===== config.mk =====
export PLATFORM = sky130hd
export DESIGN_NAME = motor_bridge_driver
export DESIGN_NICKNAME = d
export VERILOG_FILES = /design/src/rtl/motor_bridge_driver.sv
export SDC_FILE = /design/constraint.sdc
export NUM_CORES = 1
export LEC_CHECK = 0
export CAP_MARGIN = 10
export CORE_ASPECT_RATIO = 0.75
export CORE_MARGIN = 3
export CORE_UTILIZATION = 40
export DETAILED_ROUTE_END_ITERATION = 12
export GPL_ROUTABILITY_DRIVEN = 0
export HOLD_SLACK_MARGIN = 0.08
export SYNTH_ARGS = -nofsm -noshare
export SYNTH_HDL_FRONTEND = slang
export SYNTH_SLANG_ARGS = --single-unit

===== constraint.sdc =====
create_clock -name clk -period 6.95 [get_ports clk]
set_clock_uncertainty 0.2 [all_clocks]
set_input_delay 1.0425 -clock clk [delete_from_list [all_inputs] [get_ports clk]]
set_output_delay 1.0425 -clock clk [all_outputs]
set_load 0.005 [all_outputs]

===== src/rtl/motor_bridge_driver.sv =====
// motor_bridge_driver
//   Drives two H-bridge motor channels from 2-bit direction codes and enables.
//   Each channel has its own OFF/FWD/REV/DEAD state machine. Leaving a driving
//   state always forces DEAD_CYCLES cycles with both legs low. Both channels
//   share one free-running PWM counter that chops the active leg.
// Ports
//   clk, reset          : system clock, asynchronous active-high reset
//   en1/y1, en2/y2      : per-channel enable and direction code (00 stop, 01 fwd, 10 rev, 11 illegal)
//   duty                : shared PWM on-time (0 = never on, all-ones = always on)
//   m1_a/m1_b, m2_a/m2_b: registered bridge inputs (a = forward leg, b = reverse leg)
//   busy1, busy2        : high while the channel sits in DEAD
//   fault               : sticky flag, set by an enabled 11 code, cleared only by reset

// One bridge channel: effective-command decode, dead-time FSM, registered leg outputs.
module motor_bridge_chan #(
    parameter int DEAD_CYCLES = 4
) (
    input  logic       clk_i,
    input  logic       rst_i,
    input  logic       en_i,
    input  logic [1:0] y_i,
    input  logic       pwm_on_i,   // PWM state for the cycle following this edge
    output logic       a_o,
    output logic       b_o,
    output logic       busy_o,
    output logic       illegal_o
);
    typedef enum logic [1:0] {S_OFF, S_FWD, S_REV, S_DEAD} state_t;

    localparam logic [7:0] DEAD_LOAD = 8'(DEAD_CYCLES - 1);

    state_t     state_q, state_d;
    logic [7:0] dcnt_q, dcnt_d;
    logic [1:0] cmd;
    logic       a_q, b_q, busy_q;

    // Disabled or illegal codes both collapse to stop.
    assign illegal_o = en_i && (y_i == 2'b11);
    assign cmd       = (en_i && !illegal_o) ? y_i : 2'b00;

    always_comb begin
        state_d = state_q;
        dcnt_d  = dcnt_q;
        case (state_q)
            S_OFF: begin
                if (cmd == 2'b01)      state_d = S_FWD;
                else if (cmd == 2'b10) state_d = S_REV;
            end
            S_FWD: begin
                if (cmd != 2'b01) begin
                    state_d = S_DEAD;
                    dcnt_d  = DEAD_LOAD;
                end
            end
            S_REV: begin
                if (cmd != 2'b10) begin
                    state_d = S_DEAD;
                    dcnt_d  = DEAD_LOAD;
                end
            end
            default: begin
                // Exit target is whatever cmd says on the final edge; earlier
                // command changes are ignored so the dead-time is never cut short.
                if (dcnt_q == 8'd0) begin
                    if (cmd == 2'b01)      state_d = S_FWD;
                    else if (cmd == 2'b10) state_d = S_REV;
                    else                   state_d = S_OFF;
                end else begin
                    dcnt_d = dcnt_q - 8'd1;
                end
            end
        endcase
    end

    always_ff @(posedge clk_i or posedge rst_i) begin
        if (rst_i) begin
            state_q <= S_OFF;
            dcnt_q  <= 8'd0;
            a_q     <= 1'b0;
            b_q     <= 1'b0;
            busy_q  <= 1'b0;
        end else begin
            state_q <= state_d;
            dcnt_q  <= dcnt_d;
            // Decoding from a single next-state makes a/b mutually exclusive.
            a_q     <= (state_d == S_FWD) && pwm_on_i;
            b_q     <= (state_d == S_REV) && pwm_on_i;
            busy_q  <= (state_d == S_DEAD);
        end
    end

    assign a_o    = a_q;
    assign b_o    = b_q;
    assign busy_o = busy_q;
endmodule

module motor_bridge_driver #(
    parameter int DEAD_CYCLES = 4,
    parameter int PWM_BITS    = 8
) (
    input  logic                clk,
    input  logic                reset,
    input  logic                en1,
    input  logic [1:0]          y1,
    input  logic                en2,
    input  logic [1:0]          y2,
    input  logic [PWM_BITS-1:0] duty,
    output logic                m1_a,
    output logic                m1_b,
    output logic                m2_a,
    output logic                m2_b,
    output logic                busy1,
    output logic                busy2,
    output logic                fault
);
    localparam int NUM_CH = 2;

    logic [PWM_BITS-1:0]         pcnt_q, pcnt_d;
    logic                        pwm_on_d;
    logic                        fault_q;
    logic [NUM_CH-1:0]           en_v, a_v, b_v, busy_v, ill_v;
    logic [NUM_CH-1:0][1:0]      y_v;

    // Outputs are registered from next-pcnt so they line up with the counter
    // value present during the following cycle.
    assign pcnt_d   = pcnt_q + 1'b1;
    assign pwm_on_d = (pcnt_d < duty) || (&duty);

    assign en_v = {en2, en1};
    assign y_v  = {y2, y1};

    for (genvar c = 0; c < NUM_CH; c++) begin : g_ch
        motor_bridge_chan #(.DEAD_CYCLES(DEAD_CYCLES)) u_ch (
            .clk_i    (clk),
            .rst_i    (reset),
            .en_i     (en_v[c]),
            .y_i      (y_v[c]),
            .pwm_on_i (pwm_on_d),
            .a_o      (a_v[c]),
            .b_o      (b_v[c]),
            .busy_o   (busy_v[c]),
            .illegal_o(ill_v[c])
        );
    end

    always_ff @(posedge clk or posedge reset) begin
        if (reset) begin
            pcnt_q  <= '0;
            fault_q <= 1'b0;
        end else begin
            pcnt_q  <= pcnt_d;
            fault_q <= fault_q || (|ill_v);
        end
    end

    assign m1_a  = a_v[0];
    assign m1_b  = b_v[0];
    assign m2_a  = a_v[1];
    assign m2_b  = b_v[1];
    assign busy1 = busy_v[0];
    assign busy2 = busy_v[1];
    assign fault = fault_q;
endmodule


==> load_flow_metrics.sql <==
INSERT INTO impl_metrics (metric_group, metric, value, unit) VALUES
('die', 'die_height', '70.46', 'µm'),
('finish', 'flow.area_growth_from_synthesis', '18.69', '%'),
('cts', 'ctsHtreeMaxLevel', '2', ''),
('timing', 'fin_tns_setup', '0', 'ps'),
('worst_hold_path', 'min_delay_worst_endpoint', 'pcnt_q[7]', ''),
('critical_path', 'startpoint_type', 'input pin', ''),
('pwr', 'switching_power', '0.4380', 'mW'),
('timing', 'fmax', '334.5', 'MHz'),
('yosys', 'post_synth_edffs', '0', ''),
('route', 'wl_per_cell', '12.55', 'µm'),
('yosys', 'seq_area_frac_synth', '39.53', '%'),
('pwr', 'ir_drop', '230.7', 'µV'),
('die', 'die_width', '91.95', 'µm'),
('yosys', 'avgSynthCellArea', '9.634', 'µm²'),
('timing', 'hold_violations', '0', ''),
('route', 'detailedRoute.firstPassIterationCount', '4', ''),
('die', 'core_area', '5120', 'µm²'),
('grt', 'first_global_vias', '1557', ''),
('yosys', 'synthDistinctLibCells', '51', ''),
('finish', 'fill_cells', '480', ''),
('critical_path', 'r2r_start', 'pcnt_q[0]', ''),
('pwr', 'power.share.combinational', '51.9', '%'),
('die', 'die_area', '6478', 'µm²'),
('timing', 'rsz0062_at_grt', 'no', ''),
('pwr', 'p_clk_share', '15.6', '%'),
('critical_path', 'cells_on_worst_reg2reg_path', '10', ''),
('timing', 'final.min_clock_period', '2989', 'ps'),
('placement', 'hpwlAfterDp', '3.162', 'mm'),
('critical_path', 'timing.critical_path.slowest_stage_cell', 'nor3b_1', ''),
('timing', 'period_share', '43.01', '%'),
('pwr', 'internal_power', '0.6132', 'mW'),
('yosys', 'synth_top_cells_by_area', 'dfrtp_1 (40%), ha_1 (11%), inv_1 (4.6%)', ''),
('run_status', 'result_of_the_run', 'finished, final reports clean', ''),
('cts', 'cts-root-to-sink-buffers', '2', ''),
('grt', 'grt_pass1_wl', '7.003', 'mm'),
('finish', 'multi_input_area', '1231', 'µm²'),
('grt', 'track_usage', '13.43', '%'),
('job', 'timing.max_cap.violations', '0', ''),
('placement', 'io_buffer_count', '22', ''),
('yosys', 'yosysWarningCount', '0', ''),
('grt', 'grt_overflow_total', '0', ''),
('route', 'detail_route.vias_per_cell', '5.097', ''),
('die', 'ios', '23', ''),
('yosys', 'synthDominantAreaCellType', 'dfrtp_1', ''),
('critical_path', 'crit_path_max_fanout', '7', ''),
('route', 'drc', '0', ''),
('cts', 'post_cts.repair.setup_buffers', '0', ''),
('pwr', 'pwr_density_cell', '399.7', 'nW/µm²'),
('yosys', 'synthCells', '230', ''),
('critical_path', 'worst-endpoint-required', '6920', 'ps'),
('die', 'std_cell_rows', '22', ''),
('route', 'drt-initial-drc-count', '49', ''),
('pwr', 'pwr-share-seq', '32.4', '%'),
('worst_hold_path', 'whs_path_depth', '1', ''),
('critical_path', 'timing.critical_path.cells', 'clkdlybuf4s50_1, nand3b_1, a21boi_1, nor3b_1, nor2b_1, mux2_2', ''),
('cts', 'cts_tree', 'yes', ''),
('cts', 'cts_made_buffers', '5', ''),
('cts', 'cts_root_buffer', 'clkbuf_8', ''),
('cts', 'clkTransAtPathRegs', '70', 'ps'),
('critical_path', 'worst_r2r_endpoint', 'g_ch[0].u_ch.a_o', ''),
('placement', 'placed_cells', '323', ''),
('yosys', 'synth_top_area_share', '39.53', '%'),
('critical_path', 'endpoint_kind', 'flop', ''),
('route', 'routed_wl', '4.153', 'mm'),
('pwr', 'leakagePower', '1.192', 'nW'),
('die', 'start_util', '43.28', '%'),
('yosys', 'syn_nets', '265', ''),
('yosys', 'netlist_area', '2216', 'µm²'),
('critical_path', 'timing.reg2reg.setup_slack', '4370', 'ps'),
('worst_hold_path', 'min_path_type', 'flop to flop', ''),
('yosys', 'synth.ff_latch_count', '35', '');
==> final cells by class <==
cell class	instances	share of cell area, %
Clock buffer	7	3.663
Inverter	27	3.853
Timing Repair Buffer	23	8.658
Sequential cell	35	33.30
Tap cell	72	3.425
Clock inverter	1	0.2854
Multi-Input combinational cell	166	46.81
==> through the flow <==
step                setup WS, ps  util [%]  power, mW  hold slack [ps]
global route                3807     51.37      1.140            318.6
finish                      3961     51.37      1.051            283.8
CTS                         3957     51.37      1.061            287.7
global placement            3740     49.34     0.8813            277.5
detailed placement          3652     49.34     0.8893            271.6
floorplan                   4497         -     0.7516            248.5
==> cells by family after synthesis <==
| logic type | after synthesis | synth area share (%) |
|---|---|---|
| and+or+nand+nor | 84 | 22.25 |
| AOI/OAI and AO/OA | 42 | 13.61 |
| DFF | 35 | 39.53 |
| buffers and inverters | 29 | 4.912 |
| adders and majority gates | 21 | 11.63 |
| xor gates and xnor gates | 11 | 4.348 |
| muxes | 8 | 3.727 |
==> power groups by stage <==
stage	Combinational (mW)	Clock [mW]	Sequential (mW)
floorplan	0.423	0	0.329
global placement	0.540	0	0.341
global route	0.614	0.177	0.350
detailed placement	0.545	0	0.344
finish	0.546	0.164	0.341
CTS	0.551	0.170	0.340
==> flip-flops by register name, summed over array words and instances (netlist names) <==
name,flops
g_ch.u_ch.dcnt_q,16
pcnt_q,8
g_ch.u_ch.state_q,4
g_ch.u_ch.a_o,2
g_ch.u_ch.b_o,2
g_ch.u_ch.busy_o,2
fault,1
==> synth_stat cells, types with 2 or more instances <==
library cell / number
a211oi_1: 3
a21boi_0: 5
a21o_1: 2
a21oi_1: 5
a31oi_1: 2
and3_1: 2
dfrtp_1: 35
ha_1: 19
inv_1: 27
maj3_1: 2
mux2_2: 2
mux2i_1: 6
nand2_1: 11
nand2b_1: 5
nand3_1: 5
nand3b_1: 4
nand4_1: 2
nand4b_1: 2
nor2_1: 22
nor2b_1: 2
nor3_1: 7
nor3_2: 2
nor3b_1: 2
nor4_1: 6
o21a_1: 6
o21ai_0: 6
o22ai_1: 2
or2_2: 2
or3_1: 2
or4_4: 2
xnor2_1: 9
xor2_1: 2
==> routing by layer <==
metal / track usage [%] / vias to the layer above / part of all wire, %
met4: 3.460 / 0 / 0.48
met3: 3.875 / 3 / 4.2
li1: - / 879 / -
met2: 19.26 / 23 / 40
met1: 19.70 / 782 / 55
met5: 0 / - / 0
==> worst max-delay path: cells and delay by family <==
family	cells	cell delay (ps)
AOI/OAI and AO/OA	1	160
buffers and inverters	1	570
muxes	1	280
and+or+nand+nor	3	890
==> placed cells by master, fill, tap and decap left out, types with 3 or more instances in the layout <==
cell,n
clkbuf_8,7
inv_1,27
nor3_1,7
nand2b_1,5
clkdlybuf4s50_1,22
o21a_1,6
a211oi_1,3
xnor2_1,9
nor2_1,22
dfrtp_1,35
a21boi_0,5
ha_1,19
nand3b_1,4
a21oi_1,5
mux2i_1,6
nand3_1,5
o21ai_0,6
nand2_1,11
nor4_1,6
==> worst max-delay path by stage <==
stage	start	to	cells after the start
2_1_floorplan	y1[0]	g_ch[0].u_ch.dcnt_q[4]	5
3_3_place_gp	y1[1]	g_ch[0].u_ch.dcnt_q[7]	6
3_5_place_dp	y2[1]	g_ch[1].u_ch.dcnt_q[5]	6
4_1_cts	y2[1]	g_ch[1].u_ch.dcnt_q[5]	6
5_1_grt	y2[1]	g_ch[1].u_ch.dcnt_q[5]	6
6_report	y2[1]	g_ch[1].u_ch.dcnt_q[5]	6
(Power assumes the default switching activity.)
